**config.mk**
```make
export PLATFORM = sky130hd
export DESIGN_NAME = velocity_broadcast_ctrl
export DESIGN_NICKNAME = d
export VERILOG_FILES = /design/src/rtl/velocity_broadcast_ctrl.sv
export SDC_FILE = /design/constraint.sdc
export NUM_CORES = 1
export LEC_CHECK = 0
export CAP_MARGIN = 20
export CORE_MARGIN = 2
export CORE_UTILIZATION = 38
export CTS_CLUSTER_DIAMETER = 120
export DETAILED_ROUTE_END_ITERATION = 6
export PLACE_DENSITY = 0.78
export SETUP_SLACK_MARGIN = 0.05
export SYNTH_ARGS = -nofsm -noshare
export SYNTH_HDL_FRONTEND = slang
export SYNTH_SLANG_ARGS = --single-unit
```
**constraint.sdc**
```tcl
create_clock -name clk -period 3 [get_ports clk]
set_clock_uncertainty 0.15 [all_clocks]
set_input_delay 0.75 -clock clk [delete_from_list [all_inputs] [get_ports clk]]
set_output_delay 0.75 -clock clk [all_outputs]
set_load 0.02 [all_outputs]
```
**src/rtl/velocity_broadcast_ctrl.sv**
```systemverilog
// velocity_broadcast_ctrl: transmit side of the motion-update broadcast bus.
// Walks every source cell cache, reads the particle count at address 0,
// then streams each particle record onto the broadcast bus.
// Optional build macro MU_COUNT_CHECK_EN: counts above PARTICLE_NUM are
// clamped and flagged on a sticky out_count_error output.
//
// state     | meaning
// ----------+---------------------------------------------------------
// IDLE      | waiting for in_start
// CNT_REQ   | count read (address 0) issued to the current cell
// CNT_WAIT  | count read in flight
// CNT_LATCH | count returned: skip the cell, read particles, or finish
// PART_RD   | particle reads at addresses 1..N, one per cycle
// DRAIN     | reads stopped, waiting for the last particle data
// COOLDOWN  | receivers commit their count and swap buffers
module velocity_broadcast_ctrl #(
  parameter int DATA_WIDTH     = 32,
  parameter int ADDR_WIDTH     = 8,
  parameter int CELL_ID_WIDTH  = 4,
  parameter int PARTICLE_NUM   = 220,
  parameter int NUM_CELLS      = 8,
  parameter int CELL_IDX_WIDTH = 3
) (
  input  logic                                        clk,
  input  logic                                        rst_n,
  input  logic                                        in_start,
  output logic [CELL_IDX_WIDTH-1:0]                   out_rd_cell,
  output logic [ADDR_WIDTH-1:0]                       out_rd_address,
  output logic                                        out_rden,
  input  logic [3*DATA_WIDTH+3*CELL_ID_WIDTH-1:0]     in_rd_data,
  output logic                                        out_motion_update_enable,
  output logic [3*DATA_WIDTH-1:0]                     out_data,
  output logic [3*CELL_ID_WIDTH-1:0]                  out_data_dst_cell,
  output logic                                        out_data_valid,
  output logic                                        out_busy,
  output logic                                        out_done
`ifdef MU_COUNT_CHECK_EN
  ,
  output logic                                        out_count_error
`endif
);

  localparam int RD_W = 3*DATA_WIDTH + 3*CELL_ID_WIDTH;

  typedef enum logic [2:0] {
    IDLE, CNT_REQ, CNT_WAIT, CNT_LATCH, PART_RD, DRAIN, COOLDOWN
  } state_t;

  state_t                      state, state_nxt;
  logic [CELL_IDX_WIDTH-1:0]   cell_nxt;
  logic [ADDR_WIDTH-1:0]       addr_nxt;
  logic                        rden_nxt, en_nxt, busy_nxt, done_nxt;
  logic [ADDR_WIDTH-1:0]       rem, rem_nxt;
  logic [1:0]                  tmr, tmr_nxt;
  logic [ADDR_WIDTH-1:0]       count_eff;
  logic                        last_cell;
  logic [1:0]                  pend;
`ifdef MU_COUNT_CHECK_EN
  logic                        count_over;
  logic                        err_nxt;
`endif

  assign last_cell = (out_rd_cell == CELL_IDX_WIDTH'(NUM_CELLS - 1));

  // Effective particle count taken from the address-0 word
  always_comb begin
    count_eff = in_rd_data[ADDR_WIDTH-1:0];
`ifdef MU_COUNT_CHECK_EN
    count_over = 1'b0;
    if (in_rd_data[ADDR_WIDTH-1:0] > ADDR_WIDTH'(PARTICLE_NUM)) begin
      count_eff  = ADDR_WIDTH'(PARTICLE_NUM);
      count_over = 1'b1;
    end
`endif
  end

  // State register
  always_ff @(posedge clk or negedge rst_n) begin
    if (!rst_n) state <= IDLE;
    else        state <= state_nxt;
  end

  // Next-state decode
  always_comb begin
    state_nxt = state;
    case (state)
      IDLE:      if (in_start) state_nxt = CNT_REQ;
      CNT_REQ:   state_nxt = CNT_WAIT;
      CNT_WAIT:  state_nxt = CNT_LATCH;
      CNT_LATCH: begin
        if (count_eff != '0) state_nxt = PART_RD;
        else if (last_cell)  state_nxt = COOLDOWN;
        else                 state_nxt = CNT_REQ;
      end
      PART_RD:   if (rem == '0) state_nxt = DRAIN;
      DRAIN:     if (tmr == 2'd0) state_nxt = last_cell ? COOLDOWN : CNT_REQ;
      COOLDOWN:  if (tmr == 2'd0) state_nxt = IDLE;
      default:   state_nxt = IDLE;
    endcase
  end

  // Next values of the registered outputs and the down-counters
  always_comb begin
    cell_nxt = out_rd_cell;
    addr_nxt = out_rd_address;
    rden_nxt = 1'b0;
    en_nxt   = out_motion_update_enable;
    busy_nxt = out_busy;
    done_nxt = 1'b0;
    rem_nxt  = rem;
    tmr_nxt  = tmr;
`ifdef MU_COUNT_CHECK_EN
    err_nxt  = out_count_error;
`endif
    case (state)
      IDLE: begin
        if (in_start) begin
          cell_nxt = '0;
          addr_nxt = '0;
          rden_nxt = 1'b1;
          en_nxt   = 1'b1;
          busy_nxt = 1'b1;
`ifdef MU_COUNT_CHECK_EN
          err_nxt  = 1'b0;
`endif
        end
      end
      CNT_LATCH: begin
`ifdef MU_COUNT_CHECK_EN
        if (count_over) err_nxt = 1'b1;
`endif
        if (count_eff != '0) begin
          rden_nxt = 1'b1;
          addr_nxt = ADDR_WIDTH'(1);
          rem_nxt  = count_eff - ADDR_WIDTH'(1);
        end else if (last_cell) begin
          en_nxt   = 1'b0;
          done_nxt = 1'b1;
          tmr_nxt  = 2'd2;
        end else begin
          cell_nxt = out_rd_cell + CELL_IDX_WIDTH'(1);
          addr_nxt = '0;
          rden_nxt = 1'b1;
        end
      end
      PART_RD: begin
        if (rem == '0) begin
          // last cell waits one extra cycle so done follows the final valid
          tmr_nxt = last_cell ? 2'd2 : 2'd1;
        end else begin
          rden_nxt = 1'b1;
          addr_nxt = out_rd_address + ADDR_WIDTH'(1);
          rem_nxt  = rem - ADDR_WIDTH'(1);
        end
      end
      DRAIN: begin
        if (tmr == 2'd0) begin
          if (last_cell) begin
            en_nxt   = 1'b0;
            done_nxt = 1'b1;
            tmr_nxt  = 2'd2;
          end else begin
            cell_nxt = out_rd_cell + CELL_IDX_WIDTH'(1);
            addr_nxt = '0;
            rden_nxt = 1'b1;
          end
        end else begin
          tmr_nxt = tmr - 2'd1;
        end
      end
      COOLDOWN: begin
        if (tmr == 2'd0) busy_nxt = 1'b0;
        else             tmr_nxt  = tmr - 2'd1;
      end
      default: ;
    endcase
  end

  // Control output and counter registers
  always_ff @(posedge clk or negedge rst_n) begin
    if (!rst_n) begin
      out_rd_cell              <= '0;
      out_rd_address           <= '0;
      out_rden                 <= 1'b0;
      out_motion_update_enable <= 1'b0;
      out_busy                 <= 1'b0;
      out_done                 <= 1'b0;
      rem                      <= '0;
      tmr                      <= 2'd0;
`ifdef MU_COUNT_CHECK_EN
      out_count_error          <= 1'b0;
`endif
    end else begin
      out_rd_cell              <= cell_nxt;
      out_rd_address           <= addr_nxt;
      out_rden                 <= rden_nxt;
      out_motion_update_enable <= en_nxt;
      out_busy                 <= busy_nxt;
      out_done                 <= done_nxt;
      rem                      <= rem_nxt;
      tmr                      <= tmr_nxt;
`ifdef MU_COUNT_CHECK_EN
      out_count_error          <= err_nxt;
`endif
    end
  end

  // Track particle reads through the 2-cycle cache latency and register the beat
  always_ff @(posedge clk or negedge rst_n) begin
    if (!rst_n) begin
      pend              <= 2'b00;
      out_data_valid    <= 1'b0;
      out_data          <= '0;
      out_data_dst_cell <= '0;
    end else begin
      pend              <= {pend[0], state == PART_RD};
      out_data_valid    <= pend[1];
      out_data          <= pend[1] ? in_rd_data[3*DATA_WIDTH-1:0] : '0;
      out_data_dst_cell <= pend[1] ? in_rd_data[RD_W-1 -: 3*CELL_ID_WIDTH] : '0;
    end
  end

endmodule

```
==> results of run 1 <==
==> Yosys cell counts (2+ instances only) <==
library cell  instances  area (um2)
o21ai_2               2        17.5
a21o_1                2        15.0
nor4_2                2        25.0
o22ai_1               7        43.8
nand3b_1              4        30.0
xnor2_1               2        17.5
a21oi_2               2        17.5
o32a_1                3        30.0
a31oi_1               6        37.5
nor2_1               15        56.3
o21ai_0              19        95.1
buf_1                 3        11.3
nor3b_1               2        15.0
ha_1                  6        75.1
a21oi_1              19        95.1
and2_1              108         676
o32ai_1               3        26.3
mux2i_1               3        30.0
inv_1                 9        33.8
clkbuf_1             17        63.8
a22o_1                3        26.3
o31ai_1               2        15.0
dfrtp_1             139        3480
nor4_1                2        12.5
o31a_1                2        17.5
o21a_1                3        22.5
and3_1                3        18.8
nand3_1               6        30.0
nor2b_1               6        37.5
buf_2                 3        15.0
nand2_1              18        67.6
nand2b_1              7        43.8
==> layout make-up <==
cell class                      instances  share of cell area [%]
Inverter                               10                   0.434
Timing Repair Buffer                  254                    29.0
Tap cell                              180                    2.60
Clock buffer                           19                    5.00
Multi-Input combinational cell        278                    20.9
Clock inverter                         13                    1.92
Sequential cell                       139                    40.2
==> cell families (layout without fill, tap and decap cells) <==
logic type,Yosys count,in the layout,share of synthesized area (%)
simple gates,183,183,20.4
flops,139,139,64.2
compound gates,83,83,10.4
buf+inv,34,296,2.56
fa+ha+maj,6,6,1.38
mux,4,4,0.762
xor+xnor,2,2,0.323
==> worst max-delay path by stage <==
stage	start	endpoint	slack (ns)
2_1_floorplan	state[0]	rem[6]	0.62
3_3_place_gp	in_rd_data[7]	out_rd_address[7]	0.13
3_5_place_dp	in_rd_data[7]	out_rd_address[7]	0.07
4_1_cts	in_rd_data[7]	out_rd_address[7]	0.49
5_1_grt	state[0]	rem[6]	0.26
6_report	in_rd_data[7]	out_rd_address[7]	0.45
==> layer usage <==
metal,up-vias,GRT usage (%),share of wire [%]
met5,-,0,0
met4,0,7.46,2.3
met3,29,9.27,11
met2,192,36.3,50
met1,2131,24.5,37
li1,2025,-,-
==> per-stage QoR <==
stage	util (%)	area, um2	power, uW	instances	setup slack [ns]
floorplan	-	5420	3490	451	0.616
global placement	57.8	8050	4300	861	0.130
detailed placement	57.8	8050	4370	861	0.0664
CTS	62.1	8650	6510	893	0.486
global route	62.1	8650	6800	893	0.261
finish	62.1	8650	6470	893	0.455
==> registers in the layout, summed over array words and instances, names as in the netlist, 2 cells and up <==
name / flops
out_data: 96
out_rd_cell: 3
out_rd_address: 8
pend: 2
tmr: 2
state: 3
rem: 8
out_data_dst_cell: 12
==> cell usage in the layout (no fill, tap or decap), drive strengths merged, types with 7 or more instances in the layout <==
| cell type | instances |
|---|---|
| clkdlybuf4s50 | 233 |
| dfrtp | 139 |
| and2 | 108 |
| a21oi | 21 |
| o21ai | 21 |
| buf | 21 |
| clkbuf | 19 |
| nand2 | 18 |
| nor2 | 15 |
| inv | 11 |
| a31oi | 8 |
| nand2b | 7 |
| o22ai | 7 |
==> power by group through the flow <==
stage          Sequential (uW)  Clock, uW  Combinational (uW)
2_1_floorplan             2590          0                 907
3_3_place_gp              2380          0                1920
3_5_place_dp              2390          0                1980
4_1_cts                   2360       2150                2000
5_1_grt                   2400       2240                2160
6_report                  2360       2100                2000
==> impl_metrics.yaml, run 1 <==
global_route:
  grt_pass1_wl_um: 24400
  first_global_vias: 4463
  grt_max_degree: 58
  grt_overflow: 0
  grt_use_total_pct: 21.6
  antenna_found_initial: 0
die:
  chipWidth_um: 123
  core_area_mm2: 0.0139
  dieArea_mm2: 0.0152
  row_count: 43
  io_pins: 235
  die_y_um: 123
  start_util_pct: 38.9
flow_run:
  cap_violations: 0
logic_synthesis:
  syn_area_per_cell_um2: 12.0
  synthCells: 451
  async_flop_share_pct: 100
  synth_cell_types: 55
  synth_warnings: 0
  synth_top_flop_cell: "dfrtp_1"
  synth_edf_count: 0
  postSynthNetCount: 568
  synth_area_mm2: 0.00542
  ys_ff_latch: 139
  ys_seq_area_share_pct: 64.2
critical_path:
  r2r_slack_ns: 0.49
  path_class: "in2reg"
  regToRegStartpoint: "state[0]"
  r2r-end: "rem[6]"
  worstPathMaxFanout: 5
  critPathMaxStageDelay_ns: 0.52
  critical_path_buf_inv_count: 2
  worst-path-stages: 7
  crit_arrival_ns: 2.73
  critical_path.startpoint_type: "input port"
  crit_family: "simple AND/OR/NAND/NOR gates"
  reg2regPathDepth: 8
  critPathCaptureType: "register"
  cp_cell_sequence: "clkdlybuf4s50_1 > nor4_2 > buf_4 > a21oi_2 > or2_1 > or3_1 > a31oi_4"
  worstPathRequired_ns: 3.18
  cp_slowest_cell: "clkdlybuf4s50_1"
layout:
  syn2layout_area_growth_pct: 59.6
  n_fill_cell: 1077
  multi_input_comb_area_mm2: 0.00180
  nNetsFinal: 817
  seq_area_mm2: 0.00348
  antennaDiodeCount: 0
  drive_gt1_share_pct: 8.84
power:
  pwr-share-clk_pct: 32.5
  combPwrFrac_pct: 31.0
  switching_share_pct: 32.2
  p_per_area_mw_per_mm2: 748
  seqPwrFrac_pct: 36.5
  p_leak_uw: 0.00385
  p_int_uw: 4380
  vdd_drop_max_v: 0.000464
  p_sw_uw: 2090
clock_network:
  cts_resized: 0
  cts_max_level: 4
  path_clk_slew_ns: 0.06
  numCtsBuffers: 17
  cts_buffer_depth: 2
  root_buffer: "clkbuf_16"
  clock_latency_ns: 0.41
  clock-sinks: 139
  postCtsHoldBufs: 0
  post_cts_buffers: 0
  cts_tree: "done"
detailed_routing:
  postRouteWirelength_um: 16400
  wl_per_cell_um: 18.3
  drcViolationCount: 0
  drtIter0Drc: 196
  vias: 4377
  antenna_left: 0
  viasPerCell: 4.90
  dr.pass1.iters: 4
sta:
  rsz0062_at_grt: "false"
  fmax_mhz: 393
  max-slew-margin-rel_pct: 51.8
  fin_crit_ns: 2.55
  max_slew.worst_pin.slew_ns: 0.724
  fin_setup_tns_ns: 0
  hold_viol: 0
  finalCritPeriodShare_pct: 84.8
  holdWs_ns: 0.148
  finalMaxSlewViolations: 0
  setup_viol: 0
min_path:
  worstHoldPathType: "in2async"
place:
  gp_congestion: 0.887
  io_buffers: 234
  hpwlAfterDp_um: 11900
run_status:
  outcome: "complete, no violations"
(Power assumes the default switching activity.)
==> run 2, diff against run 1 <==
==> constraint.sdc (replaced) <==
create_clock -name clk -period 2.6 [get_ports clk]
set_clock_uncertainty 0.15 [all_clocks]
set_input_delay 0.65 -clock clk [delete_from_list [all_inputs] [get_ports clk]]
set_output_delay 0.65 -clock clk [all_outputs]
set_load 0.02 [all_outputs]
==> run 2 against run 1 <==
  * The flow now finishes with violations (negative hold slack)
  * First-iteration DRC count grew 14%
  * Sequential power grew 15%
  * Utilization grew 0.63 points
  * Worst hold slack lost 0.15 ns
  * Combinational power grew 18%
  * Sequential cell count is the same
  * Clock power grew 19%
  * Worst setup slack lost 0.26 ns
==> impl_metrics.yaml, run 2 (synthesis gave the netlist of run 1 again) <==
run_status:
  outcome: "finished with violations"
  violations: "negative hold slack"
layout:
  nNetsFinal: 823
  top_regs: "out_data (96), out_data_dst_cell (12)"
  n_fill_cell: 1023
  regMostFlops: "out_data"
  drive_gt1_share_pct: 10.0
  largest_reg_flops: 96
  stdcell_area_mm2: 0.00874
  syn2layout_area_growth_pct: 61.2
  antennaDiodeCount: 0
  final_common_cell: "clkdlybuf4s50_1"
  final_cell_mix: "233 x clkdlybuf4s50_1, 138 x dfrtp_1, 108 x and2_1"
sta:
  rsz0062_at_grt: "false"
  fin_crit_ns: 2.40
  hold_viol: 1
  max-slew-margin-rel_pct: 68.1
  max_slew.worst_pin.slew_ns: 0.477
  setup_viol: 0
  finalCritPeriodShare_pct: 92.4
  fmax_mhz: 416
  finalMaxSlewViolations: 0
  holdWs_ns: -0.00124
global_route:
  antenna_found_initial: 0
  first_global_vias: 4469
  grt_pass1_wl_um: 24400
  grt_use_total_pct: 21.5
  grt_use_met3_pct: 9.27
  grt_overflow: 0
  met2_usage_pct: 36.0
  grt.busiest_layer: "met2"
  grt_max_degree: 77
  grt_util_met1_pct: 24.2
detailed_routing:
  antenna_left: 0
  drtIter0Drc: 223
  drcViolationCount: 0
  dr.pass1.iters: 5
  viasPerCell: 4.84
  postRouteWirelength_um: 16300
  vias: 4353
  wl_per_cell_um: 18.2
clock_network:
  path_clk_slew_ns: 0.06
  post_cts_buffers: 0
  numCtsBuffers: 17
  cts_buffer_depth: 2
  root_buffer: "clkbuf_16"
  cts_resized: 0
  cts_max_level: 4
  postCtsHoldBufs: 0
  clock-sinks: 139
  clock_latency_ns: 0.42
  cts_tree: "done"
place:
  io_buffers: 234
  dpl-instance-area_mm2: 0.00812
  gp_congestion: 0.860
  hpwlAfterDp_um: 11800
die:
  chipWidth_um: 123
  dieArea_mm2: 0.0152
  row_count: 43
  start_util_pct: 38.9
  core_area_mm2: 0.0139
  die_y_um: 123
  io_pins: 235
critical_path:
  crit_arrival_ns: 2.60
  path_class: "in2reg"
  worstPathMaxFanout: 5
  cp_slowest_cell: "clkdlybuf4s50_1"
  critical_path.startpoint_type: "input port"
  worstPathRequired_ns: 2.80
  cp_cell_sequence: "clkdlybuf4s50_1 > nor4_2 > buf_4 > a21oi_2 > or2_1 > or3_1 > a31oi_4"
  critPathMaxStageDelay_ns: 0.51
  critPathCaptureType: "register"
min_path:
  worstHoldPathType: "in2async"
flow_run:
  cap_violations: 0
power:
  vdd_drop_max_v: 0.000448
  p_leak_uw: 0.00390
  p_per_area_mw_per_mm2: 867
## run 2: cell types whose count changed in the layout (fill, tap and decap cells not counted), moves of 2 or more
| cell | before | now |
|---|---|---|
| inv_6 | 2 | 7 |
| buf_4 | 19 | 23 |
| buf_12 | 1 | 3 |
| clkbuf_1 | 2 | 0 |
| clkinv_4 | 3 | 1 |
## run 2: area by class of cell
type                            instances  area [um2]  area share [%]
Sequential cell                       139        3480            39.8
Timing Repair Buffer                  260        2580            29.5
Multi-Input combinational cell        278        1810            20.7
Clock buffer                           17         425            4.87
Tap cell                              180         225            2.58
Clock inverter                         15         185            2.12
Inverter                               10        37.5           0.429
## run 2: worst max-delay path: cells and delay by family
family,cells,cell delay [ns]
buffers and inverters,2,0.67
AOI/OAI and AO/OA,2,0.25
and+or+nand+nor,3,1.03
## run 2: power by group
group	internal (uW)	switching [uW]	total [uW]
clock network	1530	967	2490
logic	1100	1260	2360
registers	2490	232	2720
total	5120	2460	7580
## run 2: worst paths after layout
check / startpoint / endpoint / slack (ns) / cells past startpoint
min reg2reg: pend[0] / pend[1] / 0.21 / 0
min: rst_n / out_rd_address[4] / -0.001 / 1
max: in_rd_data[7] / out_rd_address[7] / 0.20 / 7
max in group asynchronous: rst_n / pend[1] / 1.64 / 2
min in group clk: pend[0] / pend[1] / 0.21 / 0
max reg2reg: state[0] / rem[2] / 0.21 / 7
## run 2: layer usage
metal	vias up	wire length, um
met5	-	0
li1	2034	-
met3	26	1770
met1	2125	6020
met2	168	8150
met4	0	406
## run 2: metrics by stage
step                TNS, ns  utilization (%)  worst slack (ns)  power, uW  std cells
finish                    0             62.7             0.199       7580        899
global route              0             62.7             0.115       7970        899
CTS                       0             62.7             0.188       7620        899
detailed placement    -1.52             58.3            -0.202       5090        867
global placement      -1.01             58.3            -0.183       5010        867
floorplan                 0                -             0.216       4030        451
==> run 3, diff against run 2 <==
--- a/config.mk
+++ b/config.mk
@@ -6,10 +6,12 @@
 export NUM_CORES = 1
 export LEC_CHECK = 0
 export CAP_MARGIN = 20
-export CORE_MARGIN = 2
+export CORE_MARGIN = 4
 export CORE_UTILIZATION = 38
 export CTS_CLUSTER_DIAMETER = 120
+export CTS_CLUSTER_SIZE = 10
 export DETAILED_ROUTE_END_ITERATION = 6
+export GPL_ROUTABILITY_DRIVEN = 0
 export PLACE_DENSITY = 0.78
 export SETUP_SLACK_MARGIN = 0.05
 export SYNTH_ARGS = -nofsm -noshare
==> run 3 against run 2 <==
  * The flow now finishes without violations
  * Die area up 6.6%
  * Critical endpoint unchanged
  * Register-to-register slack better by 0.13 ns
  * Clock power shrank 2%
  * Cell count up 0.11%
  * Largest power group unchanged
  * Clock-buffer cell count grew 4
  * Utilization shrank 0.090 points
  * Critical path depth stayed put
  * Combinational power about the same
  * Global-route usage decreased by 1.0 points
==> impl_metrics.yaml, run 3 (synthesis gave the netlist of run 1 again) <==
run_status:
  outcome: "complete, no violations"
sta:
  fin_crit_ns: 2.41
  max-slew-margin-rel_pct: 64.8
  holdWs_ns: 0.0306
  finalMaxSlewViolations: 0
  setup_slack_ns: 0.188
  rsz0062_at_grt: "false"
  max_slew.worst_pin.slew_ns: 0.528
  fmax_mhz: 415
  hold_viol: 0
  finalCritPeriodShare_pct: 92.8
  setup_viol: 0
critical_path:
  crit_arrival_ns: 2.59
  path_class: "in2reg"
  critPathMaxStageDelay_ns: 0.49
  regToRegStartpoint: "state[0]"
  r2r-end: "rem[6]"
  worstPathMaxFanout: 5
  crit_start: "in_rd_data[7]"
  critPathCaptureType: "register"
  cp_slowest_cell: "clkdlybuf4s50_1"
  critical_path.startpoint_type: "input port"
  r2r_slack_ns: 0.34
  setup.worst_path.end: "out_rd_address[7]"
  worstPathRequired_ns: 2.78
  reg2regPathDepth: 8
  cp_cell_sequence: "clkdlybuf4s50_1 > nor4_2 > buf_4 > a21oi_2 > or2_1 > or3_1 > a31oi_4"
place:
  dpl-instance-area_mm2: 0.00813
  hpwlAfterDp_um: 12300
  io_buffers: 234
  dp_cells: 869
  post-place-ws_ns: -0.207
layout:
  top_regs: "out_data (96), out_data_dst_cell (12)"
  instances_no_fill: 900
  regMostFlops: "out_data"
  syn2layout_area_growth_pct: 61.0
  largest_reg_flops: 96
  antennaDiodeCount: 0
  stdcell_area_mm2: 0.00873
  nNetsFinal: 825
  multi_input_comb_area_mm2: 0.00180
  drive_gt1_share_pct: 9.72
  n_fill_cell: 1029
  final_common_cell: "clkdlybuf4s50_1"
  seq_area_mm2: 0.00348
  final_cell_mix: "233 x clkdlybuf4s50_1, 138 x dfrtp_1, 108 x and2_1"
detailed_routing:
  antenna_left: 0
  drtIter0Drc: 290
  vias: 4380
  wl_met3_um: 1350
  maxUsedRoutingLayer: "met4"
  met1_length_um: 6310
  postRouteWirelength_um: 16400
  viasPerCell: 4.87
  routed-wl-met2_um: 8380
  dr.pass1.iters: 5
  wl_per_cell_um: 18.2
  drcViolationCount: 0
power:
  switching_share_pct: 31.5
  pwr-share-clk_pct: 32.7
  p_leak_uw: 0.00390
  vdd_drop_max_v: 0.000495
  p_int_uw: 5140
  p_per_area_mw_per_mm2: 859
  combPwrFrac_pct: 31.3
  p_sw_uw: 2360
  seqPwrFrac_pct: 36.1
global_route:
  grt_max_degree: 82
  grt_pass1_wl_um: 25400
  antenna_found_initial: 0
  grt_use_total_pct: 20.5
  first_global_vias: 4536
  grt_overflow: 0
clock_network:
  cts_tree: "done"
  clock-sinks: 139
  postCtsHoldBufs: 0
  post_cts_buffers: 0
  cts_buffer_depth: 2
  numCtsBuffers: 17
  path_clk_slew_ns: 0.05
  cts_resized: 0
  root_buffer: "clkbuf_16"
  clock_latency_ns: 0.41
  cts_max_level: 4
flow_run:
  cap_violations: 0
min_path:
  worstHoldPathType: "in2async"
die:
  core_area_mm2: 0.0139
  die_y_um: 127
  io_pins: 235
  start_util_pct: 38.9
  dieArea_mm2: 0.0162
  chipWidth_um: 127
  row_count: 43
run 3: cell types whose count changed in the layout (fill, tap and decap cells not counted), sizes merged:
cell    before  now
inv         16   10
buf         27   29
clkbuf      17   21
clkinv       4    5
run 3: how the worst min path moves through the flow:
stage / startpoint / to / slack, ns
2_1_floorplan: pend[0] / pend[1] / 0.18
3_3_place_gp: pend[0] / pend[1] / 0.19
3_5_place_dp: pend[0] / pend[1] / 0.19
4_1_cts: rst_n / out_rden / 0.05
5_1_grt: rst_n / out_rden / 0.07
6_report: rst_n / out_rden / 0.03
run 3: cell type report:
type	instances	area share [%]
clock buffers	21	5.28
clock inverters	10	1.62
inverters	10	0.430
multi-input cells	278	20.7
flip-flops and latches	139	39.9
well taps	180	2.58
repair buffers	262	29.5
run 3: stage by stage:
step	util (%)	TNS, ns	power (uW)
after CTS	62.6	0	7570
after detailed placement	58.3	-1.39	5080
after global routing	62.6	0	7890
after global placement	58.3	-0.958	5010
final	62.6	0	7500
after floorplan	-	0	4030
run 3: power by group through the flow:
stage / registers [uW] / clock network [uW] / logic [uW]
after global routing: 2750 / 2610 / 2540
after global placement: 2730 / 0 / 2280
after floorplan: 2980 / 0 / 1050
after CTS: 2710 / 2500 / 2360
after detailed placement: 2740 / 0 / 2340
final: 2710 / 2450 / 2340
run 3: worst max-delay path: cells and delay by family:
kind,cells,cell delay (ns)
simple gates,3,1.05
buf+inv,2,0.65
compound gates,2,0.24
run 3: routing by layer:
metal | GRT usage, % | vias up
li1 | - | 2042
met1 | 24.4 | 2121
met2 | 34.7 | 191
met3 | 6.48 | 26
met4 | 7.57 | 0
met5 | 0 | -
==> patch (flow settings as in run 1) <==
Add an input register stage for `in_start`; this delays it by one clock. The other inputs are not delayed to match.
--- a/src/rtl/velocity_broadcast_ctrl.sv
+++ b/src/rtl/velocity_broadcast_ctrl.sv
@@ -47,4 +47,10 @@
   } state_t;
 
+  logic in_start_q;
+
+  always_ff @(posedge clk) begin
+    in_start_q <= in_start;
+  end
+
   state_t                      state, state_nxt;
   logic [CELL_IDX_WIDTH-1:0]   cell_nxt;
@@ -85,5 +91,5 @@
     state_nxt = state;
     case (state)
-      IDLE:      if (in_start) state_nxt = CNT_REQ;
+      IDLE:      if (in_start_q) state_nxt = CNT_REQ;
       CNT_REQ:   state_nxt = CNT_WAIT;
       CNT_WAIT:  state_nxt = CNT_LATCH;
@@ -115,5 +121,5 @@
     case (state)
       IDLE: begin
-        if (in_start) begin
+        if (in_start_q) begin
           cell_nxt = '0;
           addr_nxt = '0;
Check against the original RTL: not equivalent (Yosys sat finds a counterexample within 4 cycles, from zero or initial values and one cycle with rst_n low).
==> patch against run 1 <==
Total power decreased by 4.0%. Setup slack got worse by 190 ps. Routed wire length decreased by 4.8%. Sequential cell count increased by 1. Non-clock buffer count increased by 1. Area after synthesis decreased by 0.51%. Cell area increased by 0.48%. Via count increased by 1.6%. Sequential share of layout area about the same. Count of clock-buffer cells in the layout increased by 1.
==> patch: results (changes against run 1) <==
----------------------------------------------------
[Critical path]
  Critical path's slowest cell ... sky130_fd_sc_hd__or3b_2 (was sky130_fd_sc_hd__clkdlybuf4s50_1)
  CP max stage delay ... 620 ps (was 520 ps)
  Cell family with the largest share of critical-path delay ... compound AO/OA/AOI/OAI gates (was simple AND/OR/NAND/NOR gates)
  Maximum fanout along the worst path ... 9 (was 5)

[Synthesis]
  Largest cells by area after synthesis ... sky130_fd_sc_hd__dfrtp_1 (64%), sky130_fd_sc_hd__and2_1 (13%), sky130_fd_sc_hd__nand2_1 (1.6%) (was sky130_fd_sc_hd__dfrtp_1 (64%), sky130_fd_sc_hd__and2_1 (12%), sky130_fd_sc_hd__a21oi_1 (1.8%))
  Async set-reset flop share out of synthesis ... 0.993 (was 1.00)
  Distinct cell type count of the synthesized netlist ... 59 (was 55)
  Synth Flop Type ... sky130_fd_sc_hd__dfrtp_1 (unchanged)
  Average cell area after synthesis ... 12.0 um2 (about the same)
  Sequential area share after synthesis ... 0.649 (was 0.642)
  Most common library cells after synthesis ... sky130_fd_sc_hd__dfrtp_1 (139), sky130_fd_sc_hd__and2_1 (108), sky130_fd_sc_hd__nand2_1 (23), sky130_fd_sc_hd__clkbuf_1 (21), sky130_fd_sc_hd__a21oi_1 (15) (was sky130_fd_sc_hd__dfrtp_1 (139), sky130_fd_sc_hd__and2_1 (108), sky130_fd_sc_hd__a21oi_1 (19), sky130_fd_sc_hd__o21ai_0 (19), sky130_fd_sc_hd__nand2_1 (18))
  Net count after synthesis ... 565 (was 568)

[Floorplan]
  Area of the die ... 15,200 um2 (about the same)

[Power and ir drop]
  Leakage power figure ... 3.90 nW (was 3.85 nW)
  Max IR drop VDD ... 0.354 mV (was 0.464 mV)

[Status]
  Run status ... finished clean (unchanged)

[Detailed routing]
  First-pass iteration count of the detailed router ... 5 (was 4)
  Average wire per cell in the routed design ... 17.4 um (was 18.3 um)
  Routed length on met2 ... 8330 um (was 8250 um)
  Routed metal-1 wirelength ... 5720 um (was 5980 um)
  Vias after detailed routing ... 4,448 (was 4,377)
  Iteration-0 DRC Markers ... 324 (was 196)

[Global route]
  Global routing usage on met3 ... 0.0646 (was 0.0927)
  Global Route met1 Usage ... 0.225 (was 0.245)
  Antenna violations before repair ... 0 (unchanged)
  Met2 Use GR ... 0.371 (was 0.363)
  Total routing usage reported by global routing ... 0.206 (was 0.216)
  Global-route wire length before repair ... 23,300 um (was 24,400 um)

[Cells and area]
  Proportion of layout cells with a drive suffix above 1 ... 0.0856 (was 0.0884)
  Number of nets in the layout ... 818 (was 817)

[Place]
  Total half-perimeter wirelength after legalization and detailed placement ... 11,600 um (was 11,900 um)
  Post-placement cell area ... 8060 um2 (was 8050 um2)
  Final estimated routing congestion in global placement ... 0.875 (was 0.887)
  Pre-CTS setup slack ... -51.7 ps (was 66.4 ps)
  Placed Cells incl. Taps ... 862 (was 861)

----------------------------------------------------
## patch: worst paths after layout
| path | endpoint | cells past startpoint | start | slack (ps) |
|---|---|---|---|---|
| min reg2reg | pend[1]$_DFF_PN0_ | 0 | pend[0]$_DFF_PN0_ | 200 |
| min | out_data[43]$_DFF_PN0_ | 1 | rst_n | 100 |
| max in group asynchronous | out_data_dst_cell[9]$_DFF_PN0_ | 2 | rst_n | 1810 |
| max | rem[6]$_DFFE_PN0P_ | 8 | state[1]$_DFFE_PN0P_ | 270 |
| max reg2reg | rem[6]$_DFFE_PN0P_ | 8 | state[1]$_DFFE_PN0P_ | 270 |
| min in group clk | pend[1]$_DFF_PN0_ | 0 | pend[0]$_DFF_PN0_ | 200 |
## patch: logic make-up (layout without fill, tap and decap cells)
kind of cell    Yosys count  in the layout  share of synthesized area
compound gates           75             75                     0.0986
xor+xnor                  3              3                    0.00487
fa+ha+maj                 6              6                     0.0139
buf+inv                  29            294                     0.0202
flops                   140            140                      0.649
mux                       3              3                    0.00580
simple gates            192            192                      0.208
## patch: power breakdown
group / leakage [nW] / total (mW) / internal, mW / switching [mW]
clock network: 0.303 / 2.25 / 1.49 / 0.761
logic: 1.70 / 1.70 / 0.800 / 0.897
registers: 1.90 / 2.26 / 2.11 / 0.157
total: 3.90 / 6.21 / 4.40 / 1.81
## patch: area by class of cell
class,instances,area [um2]
inverter,8,30.0
sequential,140,3500
clock inverter,11,191
timing repair buffer,255,2510
multi-input combinational,279,1790
fill,1054,5190
tap,180,225
clock buffer,20,447
## patch: worst register-to-register path, delay by kind of cell, from the launching register on
kind	cells	cell delay, ps
compound gates	4	860
simple gates	1	620
flops	1	370
fa+ha+maj	1	300
mux	1	260
buf+inv	1	80
